`src/rtl/lcd_line_writer.sv`:
```
// HD44780 8-bit two-row writer: power-up wait, fixed init command sequence, then
// continuous refresh of both rows from a snapshot of Line_1/Line_2 taken at each frame start.
module lcd_line_writer #(
    parameter int POWERUP_CYCLES    = 2000000,
    parameter int E_HIGH_CYCLES     = 50,
    parameter int CMD_WAIT_CYCLES   = 5000,
    parameter int CLEAR_WAIT_CYCLES = 200000
) (
    input  logic         Clock_100MHz,
    input  logic         Reset_n,
    input  logic [127:0] Line_1,
    input  logic [127:0] Line_2,
    output logic         LCD_RS,
    output logic         LCD_RW,
    output logic         LCD_E,
    output logic [7:0]   LCD_Data,
    output logic         Init_done,
    output logic         Frame_done
);
    localparam int MAX_LONG   = (POWERUP_CYCLES > CLEAR_WAIT_CYCLES) ? POWERUP_CYCLES : CLEAR_WAIT_CYCLES;
    localparam int MAX_SHORT  = (CMD_WAIT_CYCLES > E_HIGH_CYCLES) ? CMD_WAIT_CYCLES : E_HIGH_CYCLES;
    localparam int MAX_CYCLES = (MAX_LONG > MAX_SHORT) ? MAX_LONG : MAX_SHORT;
    localparam int CNT_W      = $clog2(MAX_CYCLES + 1);

    typedef enum logic [2:0] {POWER_WAIT, INIT, ADDR_1, WRITE_1, ADDR_2, WRITE_2} state_t;
    typedef enum logic [1:0] {SETUP, STROBE, HOLD, WAIT} phase_t;

    state_t           state, state_next;
    phase_t           phase, phase_next;
    logic [CNT_W-1:0] count, count_next, phase_end;
    logic [3:0]       col, col_next;
    logic [2:0]       init_idx, init_idx_next;
    logic [127:0]     snap_1, snap_2;
    logic             e_next, rs_next, init_done_next, frame_done_next;
    logic [7:0]       data_next;
    logic [6:0]       byte_base;

    function automatic logic [7:0] init_cmd(input logic [2:0] idx);
        case (idx)
            3'd0, 3'd1: init_cmd = 8'h38;
            3'd2:       init_cmd = 8'h0C;
            3'd3:       init_cmd = 8'h06;
            default:    init_cmd = 8'h01;
        endcase
    endfunction

    assign LCD_RW = 1'b0;

    always_comb begin
        state_next      = state;
        phase_next      = phase;
        count_next      = count + 1'b1;
        col_next        = col;
        init_idx_next   = init_idx;
        init_done_next  = Init_done;
        frame_done_next = 1'b0;

        case (phase)
            SETUP, HOLD: phase_end = CNT_W'(1);
            STROBE:      phase_end = CNT_W'(E_HIGH_CYCLES - 1);
            default:     phase_end = (state == INIT && init_idx == 3'd4) ?
                                     CNT_W'(CLEAR_WAIT_CYCLES - 1) : CNT_W'(CMD_WAIT_CYCLES - 1);
        endcase

        if (state == POWER_WAIT) begin
            if (count == CNT_W'(POWERUP_CYCLES - 1)) begin
                state_next    = INIT;
                phase_next    = SETUP;
                count_next    = '0;
                init_idx_next = 3'd0;
            end
        end else if (count == phase_end) begin
            count_next = '0;
            case (phase)
                SETUP:   phase_next = STROBE;
                STROBE:  phase_next = HOLD;
                HOLD:    phase_next = WAIT;
                default: begin
                    // End of a byte's post-wait: advance to the next byte with no idle cycle.
                    phase_next = SETUP;
                    case (state)
                        INIT: begin
                            if (init_idx == 3'd4) begin
                                state_next     = ADDR_1;
                                init_done_next = 1'b1;
                            end else begin
                                init_idx_next = init_idx + 3'd1;
                            end
                        end
                        ADDR_1:  state_next = WRITE_1;
                        WRITE_1: begin
                            col_next = col + 4'd1;
                            if (col == 4'd15) state_next = ADDR_2;
                        end
                        ADDR_2:  state_next = WRITE_2;
                        default: begin
                            col_next = col + 4'd1;
                            if (col == 4'd15) begin
                                state_next      = ADDR_1;
                                frame_done_next = 1'b1;
                            end
                        end
                    endcase
                end
            endcase
        end

        // Outputs are decoded from the next state so the pins are registered and glitch-free.
        e_next    = (phase_next == STROBE);
        rs_next   = 1'b0;
        data_next = 8'h00;
        byte_base = {4'd15 - col_next, 3'd0};
        case (state_next)
            INIT:    data_next = init_cmd(init_idx_next);
            ADDR_1:  data_next = 8'h80;
            WRITE_1: begin
                rs_next   = 1'b1;
                data_next = snap_1[byte_base +: 8];
            end
            ADDR_2:  data_next = 8'hC0;
            WRITE_2: begin
                rs_next   = 1'b1;
                data_next = snap_2[byte_base +: 8];
            end
            default: ;
        endcase
    end

    always_ff @(posedge Clock_100MHz) begin
        if (!Reset_n) begin
            state      <= POWER_WAIT;
            phase      <= SETUP;
            count      <= '0;
            col        <= '0;
            init_idx   <= '0;
            snap_1     <= {16{8'h20}};
            snap_2     <= {16{8'h20}};
            LCD_RS     <= 1'b0;
            LCD_E      <= 1'b0;
            LCD_Data   <= 8'h00;
            Init_done  <= 1'b0;
            Frame_done <= 1'b0;
        end else begin
            state      <= state_next;
            phase      <= phase_next;
            count      <= count_next;
            col        <= col_next;
            init_idx   <= init_idx_next;
            LCD_RS     <= rs_next;
            LCD_E      <= e_next;
            LCD_Data   <= data_next;
            Init_done  <= init_done_next;
            Frame_done <= frame_done_next;
            if (state_next == ADDR_1 && state != ADDR_1) begin
                snap_1 <= Line_1;
                snap_2 <= Line_2;
            end
        end
    end
endmodule

```
`config.mk`:
```
export PLATFORM = sky130hd
export DESIGN_NAME = lcd_line_writer
export DESIGN_NICKNAME = d
export VERILOG_FILES = /design/src/rtl/lcd_line_writer.sv
export SDC_FILE = /design/constraint.sdc
export NUM_CORES = 1
export LEC_CHECK = 0
export CAP_MARGIN = 5
export CORE_MARGIN = 3
export CORE_UTILIZATION = 43
export CTS_CLUSTER_SIZE = 40
export DETAILED_ROUTE_END_ITERATION = 8
export MAX_ROUTING_LAYER = met4
export PLACE_DENSITY = 0.76
export SLEW_MARGIN = 20
export SYNTH_ARGS = -nofsm -noshare
export SYNTH_HDL_FRONTEND = slang
export SYNTH_SLANG_ARGS = --single-unit
export TNS_END_PERCENT = 20
```
`constraint.sdc`:
```
create_clock -name Clock_100MHz -period 4.17 [get_ports Clock_100MHz]
set_clock_uncertainty 0.2 [all_clocks]
set_input_delay 0.417 -clock Clock_100MHz [delete_from_list [all_inputs] [get_ports Clock_100MHz]]
set_output_delay 0.417 -clock Clock_100MHz [all_outputs]
set_load 0.005 [all_outputs]
```
-- Word-level counts from Yosys, hierarchy flattened
Cells that the tools add are included.
- $add $sub $neg: 4
- reductions and logical operators: 12
- equal/unequal tests: 20
- shifts and indexed selects: 2
- bitwise operators: 4
- muxes and demuxes: 31
- operator list (operator ; number):
    $shiftx 128x8->8 ; 2
    $mux 21 ; 3
    $pmux 8 s5 ; 1
    $mux 3 ; 13
    $pmux 18 s2 ; 1
    $add 21x1->21 const B ; 1
    $eq 21x21->1 ; 1
    $eq 21x21->1 const B ; 1
    $eq 3x2->1 const B ; 6
    $mux 18 ; 1
    $pmux 6 s3 ; 1
    $mux 4 ; 4
    $eq 3x3->1 const B ; 4
    $pmux 3 s4 ; 1
    $reduce_or 10->1 ; 1
    $eq 3x1->1 const B ; 3
    $logic_not 3->1 ; 2
    $mux 2 ; 3
    $pmux 2 s3 ; 1
    $reduce_or 2->1 ; 3
    $reduce_or 3->1 ; 2
    $reduce_and 5->1 ; 1
    $add 4x1->4 const B ; 1
    $eq 2x1->1 const B ; 2
    other kinds (9) ; 14
- flip-flop bits (word level): 301
- output and inout bits: 13

-- Depth between registers and ports, before layout
Gate-level depths: netlist of the first run.
- word-level depth: 11
- gate-level depth with buffers: 17
- gate-level depth less buffers: 13

-- Worst setup path after synthesis of the first run
No wires, ideal clock.
- path kind: flip-flop to flip-flop
- start point: register init_idx[0]
- end point: register LCD_Data[7]
- cell stages (with the launch flop): 17
- period minus slack after synthesis: 3578 ps
- slack: 592 ps
- arrival: 3249 ps
- library setup time: 129 ps
- data required time: 3841 ps
- buffers on the path: 3
- path through: dfxtp_1 > inv_1 > ha_1 > nand4bb_1 > or3_1 > a211o_1 > a211oi_4 > and2_1 > buf_4 > a21o_1 > buf_6 > buf_8 > mux4_1 > nand3_1 > o221ai_1 > nor4_2 > a211oi_2
- word-level cells in the longest chain between the ends: 10
- ends and longest elaborated chain (item ; line ; source):
    start, declared ; 32 ; logic [2:0] init_idx, init_idx_next;
    start signal, assigned ; 148 ; init_idx <= init_idx_next;
    $eq 3x3->1 (*) ; 61, 83 ;
    $logic_and 1x1->1 ; 61 ; default: phase_end = (state == INIT && init_idx == 3'd4) ?
    $mux 18 ; 61 ;
    $pmux 18 s2 ; 58 ; case (phase)
    $eq 21x21->1 ; 72 ; end else if (count == phase_end) begin
    $mux 4 ; 72 ;
    $mux 4 ; 65 ; if (state == POWER_WAIT) begin
    $sub 4x4->4 ; 112 ; byte_base = {4'd15 - col_next, 3'd0};
    $shiftx 128x8->8 (on tied branches) ; 123, 118 ;
    $pmux 8 s5 (*) ; 113 ; case (state_next)
    end signal, assigned ; 151 ; LCD_Data <= data_next;
    end, declared ; 16 ; output logic [7:0] LCD_Data,
Mark *: on every way between the ends. The rest lies on a longest branch, timed or not.
A chain may end at the register's enable or synchronous reset.

-- Final worst setup path of the first run
- start point: register init_idx[0]
- end point: register snap_2[19]
- word-level cells in the longest chain between the ends: 9
- ends and longest elaborated chain (item ; line ; source):
    $eq 3x3->1 (*) ; 61, 83 ;
    $logic_and 1x1->1 ; 61 ;
    $mux 18 ; 61 ;
    $pmux 18 s2 ; 58 ;
    $eq 21x21->1 ; 72 ;
    $mux 3 (*) ; 72 ;
    $mux 3 (*) ; 65 ;
    $eq 3x2->1 (*) ; 154 ; if (state_next == ADDR_1 && state != ADDR_1) begin
    $logic_and 1x1->1 (*) ; 154 ;
    end signal, assigned ; 137 ; snap_2 <= {16{8'h20}};
    end signal, assigned ; 156 ; snap_2 <= Line_2;
    end, declared ; 33 ; logic [127:0] snap_1, snap_2;
Marked as above.

==> run_results.csv, run 1 <==
group,metric,value,unit
pwr,power,6360,uW
die,core.rowCount,64,
pwr,p_sw_share,20.7,%
yosys,synthFlopType,"dfxtp_1",
worst_setup_path,end_kind,"flop",
yosys,yosysSeqAreaShare,44.8,%
die,die_area,0.0334,mm2
route,vias_per_cell,5.51,
route,drcViolationCount,0,
pwr,switching_power,1320,uW
yosys,ys_ff_latch,301,
timing,relSlewSlack,15.2,%
yosys,synth_edf_count,0,
worst_setup_path,reg2regPathDepth,14,
pwr,clock_power_share,49.5,%
pwr,p_seq_share,45.3,%
yosys,synth.most_common_cell,"nand2_1",
route,drtPass1Iterations,6,
route,drtAntennaViolNets,0,
die,die_y,183,um
worst_setup_path,rrSetupSlack,100,ps
worst_setup_path,cp.arrival,4280,ps
die,die_w,183,um
placement,gp_congestion,0.993,
route,drt_iter0_drc,1394,
pwr,p_per_area,357,mW/mm2
worst_setup_path,r2r-end,"snap_2[19]$_SDFFE_PN0P_",
layout,diodes,0,
clock_tree,clk_pin_slew_worst_paths,60,ps
worst_setup_path,crit_path_start_kind,"flop",
clock_tree,clock-sinks,301,
worst_hold_path,whs_path_depth,3,
yosys,yosysUniqueCellTypes,78,
route,finalWirelength,42700,um
timing,fmax,245,MHz
timing,tightest_slew,1270,ps
yosys,synth_area_per_cell,8.08,um2
timing,fin_crit,4070,ps
global_routing,grt_pass1_wl,65100,um
placement,hpwl,30400,um
worst_hold_path,hold_path.class,"input pin to flop",
pwr,p_comb_share,5.2,%
clock_tree,cts_hold_buf,0,
layout,area_growth,32.5,%
yosys,synth_area_leaders,"dfxtp_1, nand2_1, a21oi_1",
worst_hold_path,holdCritStartpoint,"Line_1[124]",
placement,port_buffers,269,
global_routing,grt_max_degree,235,
worst_setup_path,critPathMaxFanout,106,
die,num_io_pins,271,
yosys,async_flop_share,0,%
timing,drv_slew,0,
route,vias,12800,
flow_run,maxCapViolations,0,
clock_tree,ctsHtreeMaxLevel,2,
global_routing,grt_usage,24.8,%
clock_tree,clk_path_buf_depth,3,
worst_hold_path,hold_end,"snap_1[124]$_SDFFE_PN0P_",
yosys,syn_area,0.0134,mm2
global_routing,grt_pass1_vias,12400,
worst_setup_path,critPathKind,"flop to flop",
timing,finalSetupViolCount,0,
die,start_util,43.8,%
global_routing,overflow,0,
yosys,synth_top_area_share,44.8,%
yosys,synth_largest_area_cell,"dfxtp_1",
yosys,synthCells,1664,
layout,fin_area,0.0178,mm2
outcome,status,"finished, final reports clean",
worst_setup_path,worstPathRequired,4380,ps
timing,finalHoldViolations,0,
layout,nets,2163,
die,core_region_area,0.0307,mm2
timing,period_share,97.7,%
yosys,syn-num-nets,1931,
worst_setup_path,reg2reg_from,"init_idx[0]$_SDFF_PN0_",
yosys,yosys_warnings,0,
clock_tree,root_buffer,"clkbuf_16",
pwr,p_int,5040,uW
layout,drive_above_1_share,9.16,%
yosys,netlist_top_cells_count,"nand2_1, dfxtp_1, a21oi_1",
clock_tree,insertion_delay,510,ps
placement,dpl_cell_area,0.0165,mm2
clock_tree,cts_tree,"done",
global_routing,antenna_found_initial,0,
pwr,leakage,0.00625,uW
clock_tree,numCtsBuffers,34,
pwr,ir_worst_vdd,0.252,mV
route,post_drt_wl_per_cell,18.4,um
-- registers in the layout, summed over array words and instances (netlist names) --
name / count
LCD_RS: 1
Frame_done: 1
init_idx: 3
count: 21
snap_2: 128
col: 4
state: 3
phase: 2
LCD_Data: 8
LCD_E: 1
snap_1: 128
Init_done: 1
-- final cells by class --
type | instances | area (um2)
Timing Repair Buffer | 319 | 3230
Clock buffer | 48 | 1000
Tap cell | 396 | 495
Fill cell | 2641 | 12900
Inverter | 13 | 53.8
Clock inverter | 13 | 186
Multi-Input combinational cell | 1227 | 6820
Sequential cell | 301 | 6030
-- timing repair --
item | in CTS | in global routing
endpoints found under the setup margin | 0 | 225
gates resized for setup | 0 | 7
buffers inserted | 0 | 6
-- layer usage --
| metal | vias up | track usage (%) | part of all wire [%] |
|---|---|---|---|
| li1 | 6092 | - | - |
| met1 | 6030 | 32.6 | 42 |
| met2 | 559 | 39.9 | 47 |
| met3 | 83 | 3.37 | 7.4 |
| met4 | 0 | 8.22 | 3.2 |
| met5 | - | - | 0 |
-- how the worst max path moves through the flow --
stage | to | slack [ps] | depth (start not counted) | from
finish | snap_2[19]$_SDFFE_PN0P_ | 100 | 14 | init_idx[0]$_SDFF_PN0_
global route | snap_1[79]$_SDFFE_PN0P_ | -40 | 14 | init_idx[0]$_SDFF_PN0_
CTS | LCD_Data[0]$_SDFF_PN0_ | 40 | 13 | init_idx[0]$_SDFF_PN0_
detailed placement | LCD_Data[0]$_SDFF_PN0_ | 80 | 13 | init_idx[0]$_SDFF_PN0_
global placement | LCD_Data[0]$_SDFF_PN0_ | 240 | 13 | init_idx[0]$_SDFF_PN0_
floorplan | LCD_Data[7]$_SDFF_PN0_ | 590 | 16 | init_idx[0]$_SDFF_PN0_
-- cells by family (layout without fill, tap and decap cells) --
family	count (synthesis)	count (layout)	synth area share, %
buffers and inverters	136	393	5.11
muxes	63	63	9.24
and+or+nand+nor	800	800	24.5
adders and majority gates	9	9	0.837
AOI/OAI and AO/OA	331	331	13.9
xor gates and xnor gates	23	23	1.50
DFF	301	301	44.8
other	1	1	0.0279
-- through the flow --
step	utilization, %	setup TNS [ps]	setup slack (ps)	hold WS (ps)	instances
after floorplan	-	0	592	232	1664
after global placement	53.8	0	241	239	2249
after detailed placement	53.8	0	76.2	247	2249
after CTS	57.7	0	45.0	244	2310
after global routing	58.1	-155	-37.2	257	2317
final	58.1	0	96.2	251	2317
-- layout by cell type, fill, tap and decap left out, types with 6 or more instances in the layout --
master and instances:
nand2_1 618, o211ai_1 7, o21ai_1 9, and2_1 6, mux2i_1 11, mux4_1 8, ha_1 7, o21ai_0 10
nand4_1 11, dfxtp_1 301, mux4_2 38, buf_4 38, clkdlybuf4s50_1 269, buf_12 10, nor3_1 12, xnor2_1 10
inv_1 12, nor2_1 48, nand3_1 71, clkbuf_16 36, clkbuf_8 8, xor2_1 12, a21oi_1 255
-- critical path: stages (launching register included) --
cell and delay (ps):
dfxtp_1 350, inv_1 100, ha_2 270, nand4bb_4 160, or3_1 400, a211o_2 410
a211oi_4 360, and2_1 230, buf_4 160, nand2_1 70, o211ai_1 220, a31o_4 270
buf_12 350, nand2_1 170, a21oi_1 200
-- power by group through the flow --
stage               Combinational (uW)  Sequential, uW  Clock, uW
finish                             328            2880       3150
global route                       345            2880       3290
floorplan                         57.2            2940          0
detailed placement                 324            2950          0
CTS                                327            2880       3170
global placement                   323            2950          0
No activity file was read; power rests on OpenSTA's default activity.
==> inputs of run 2 (changes only) <==
--- a/config.mk
+++ b/config.mk
@@ -6,6 +6,7 @@
 export NUM_CORES = 1
 export LEC_CHECK = 0
 export CAP_MARGIN = 5
+export CORE_ASPECT_RATIO = 0.5
 export CORE_MARGIN = 3
 export CORE_UTILIZATION = 43
 export CTS_CLUSTER_SIZE = 40
==> run_results.csv, run 2 (synthesized netlist as in run 1, its figures left out) <==
group,metric,value,unit
route,vias_per_cell,5.39,
layout,area_growth,30.8,%
route,post_drt_wl_per_cell,17.9,um
pwr,leakage,0.00612,uW
die,die_y,131,um
die,core.rowCount,45,
clock_tree,clock-sinks,301,
worst_setup_path,cpPeakStageDelay,610,ps
clock_tree,cts_resized,0,
die,start_util,44.0,%
timing,fin_crit,3980,ps
timing,finalHoldViolations,0,
layout,final_cell_mix,"nand2_1, dfxtp_1, clkdlybuf4s50_1, a21oi_1, nand3_1",
layout,drive_above_1_share,8.64,%
route,vias,12600,
route,drcViolationCount,0,
flow_run,maxCapViolations,0,
worst_setup_path,critPathKind,"flop to flop",
clock_tree,clk_pin_slew_worst_paths,70,ps
clock_tree,ctsHtreeMaxLevel,1,
outcome,status,"finished, final reports clean",
clock_tree,insertion_delay,550,ps
layout,nets,2158,
timing,finalSetupViolCount,0,
timing,finalSetupTns,0,ps
layout,finalNonFillerCells,2337,
clock_tree,cts_tree,"done",
timing,tightest_slew,1370,ps
worst_hold_path,hold_path.class,"input pin to flop",
pwr,p_per_area,324,mW/mm2
layout,mostFrequentLayoutCell,"nand2_1",
global_routing,overflow,0,
clock_tree,numCtsBuffers,27,
layout,biggestRegsByFlops,"snap_1 (128), snap_2 (128), count (21)",
global_routing,grt_usage,24.9,%
timing,period_share,95.4,%
placement,dp_cells,2285,
worst_setup_path,cp.arrival,4210,ps
clock_tree,post_cts_buffers,0,
timing,drv_slew,0,
placement,gp_congestion,0.973,
clock_tree,root_buffer,"clkbuf_16",
global_routing,grt_pass1_vias,11800,
timing,relSlewSlack,8.62,%
placement,port_buffers,269,
worst_setup_path,worstPathRequired,4400,ps
route,drtPass1Iterations,5,
worst_setup_path,crit_path_start_kind,"flop",
placement,hpwl,30300,um
timing,rsz0062_at_grt,"false",
worst_setup_path,crit_chain,"ha_1 -> nand2_1 -> or3_1 -> a211o_1 -> a21oi_4 -> a21oi_4 -> nor2_4 -> buf_12 -> buf_12 -> mux4_1 -> mux2i_1 -> o21ai_1 -> a31o_1",
route,drtAntennaViolNets,0,
route,drt_iter0_drc,1249,
route,finalWirelength,41800,um
timing,fmax,251,MHz
pwr,power,5700,uW
die,core_region_area,0.0306,mm2
worst_setup_path,end_kind,"flop",
global_routing,antenna_found_initial,3,
worst_setup_path,slowest_stage,"mux4_1",
die,die_w,256,um
clock_tree,cts_hold_buf,0,
die,die_area,0.0336,mm2
pwr,ir_worst_vdd,0.248,mV
global_routing,grt_pass1_wl,64200,um
worst_setup_path,critPathMaxFanout,20,
global_routing,grt_max_degree,235,
layout,fill_cells,2688,
clock_tree,clk_path_buf_depth,3,
die,num_io_pins,271,
## run 2: cell types whose count changed in the layout (fill, tap and decap cells not counted), sizes merged
cell / delta
buf: +3
bufinv: -3
clkbuf: -14
clkinv: +4
clkinvlp: +1
diode: +4
inv: -2
## run 2: power by group
part / leakage [uW] / switching (uW) / internal [uW]
logic: 0.00327 / 101 / 224
registers: 0.00242 / 3.89 / 2880
clock network: 0.000427 / 1130 / 1360
total: 0.00612 / 1240 / 4460
## run 2: routing by layer
| metal | vias to the layer above | track usage, % | part of all wire [%] | wire length (um) |
|---|---|---|---|---|
| met4 | 0 | 7.16 | 2.8 | 1160 |
| met3 | 77 | 4.43 | 6.4 | 2670 |
| li1 | 6089 | - | - | - |
| met1 | 6031 | 32.7 | 43 | 18000 |
| met5 | - | - | 0 | 0 |
| met2 | 401 | 39.9 | 48 | 19900 |
## run 2: stage by stage
stage / hold slack [ps] / area [um2] / setup slack (ps) / utilization [%]
floorplan: 232 / 13400 / 592 / -
global placement: 239 / 16700 / 182 / 54.6
detailed placement: 245 / 16700 / 113 / 54.6
CTS: 199 / 17600 / 97.2 / 57.4
global route: 202 / 17600 / 6.64 / 57.5
finish: 214 / 17600 / 192 / 57.5
## run 2: path summary, 6_finish.rpt
check,startpoint,end,slack (ps),cells past startpoint
hold / removal,Line_2[30],snap_2[30]$_SDFFE_PN0P_,210,3
hold reg to reg,snap_1[11]$_SDFFE_PN0P_,snap_1[11]$_SDFFE_PN0P_,250,2
setup reg to reg,phase[0]$_SDFF_PN0_,LCD_Data[6]$_SDFF_PN0_,190,13
setup / recovery,phase[0]$_SDFF_PN0_,LCD_Data[6]$_SDFF_PN0_,190,13
## run 2: final cells by class
class                      count  area (um2)  share of cell area, %
multi-input combinational   1227        6810                   38.7
sequential                   301        6030                   34.3
timing repair buffer         321        3280                   18.7
clock buffer                  35         766                   4.35
tap                          423         529                   3.01
clock inverter                13         111                  0.633
inverter                      13        53.8                  0.306
antenna                        4        10.0                 0.0569
## run 2: worst max-delay path, delay by kind of cell (launching register included)
family	cells	cell delay [ps]
mux	2	820
flops	1	430
buf+inv	2	410
compound gates	5	1040
fa+ha+maj	1	330
simple gates	3	630
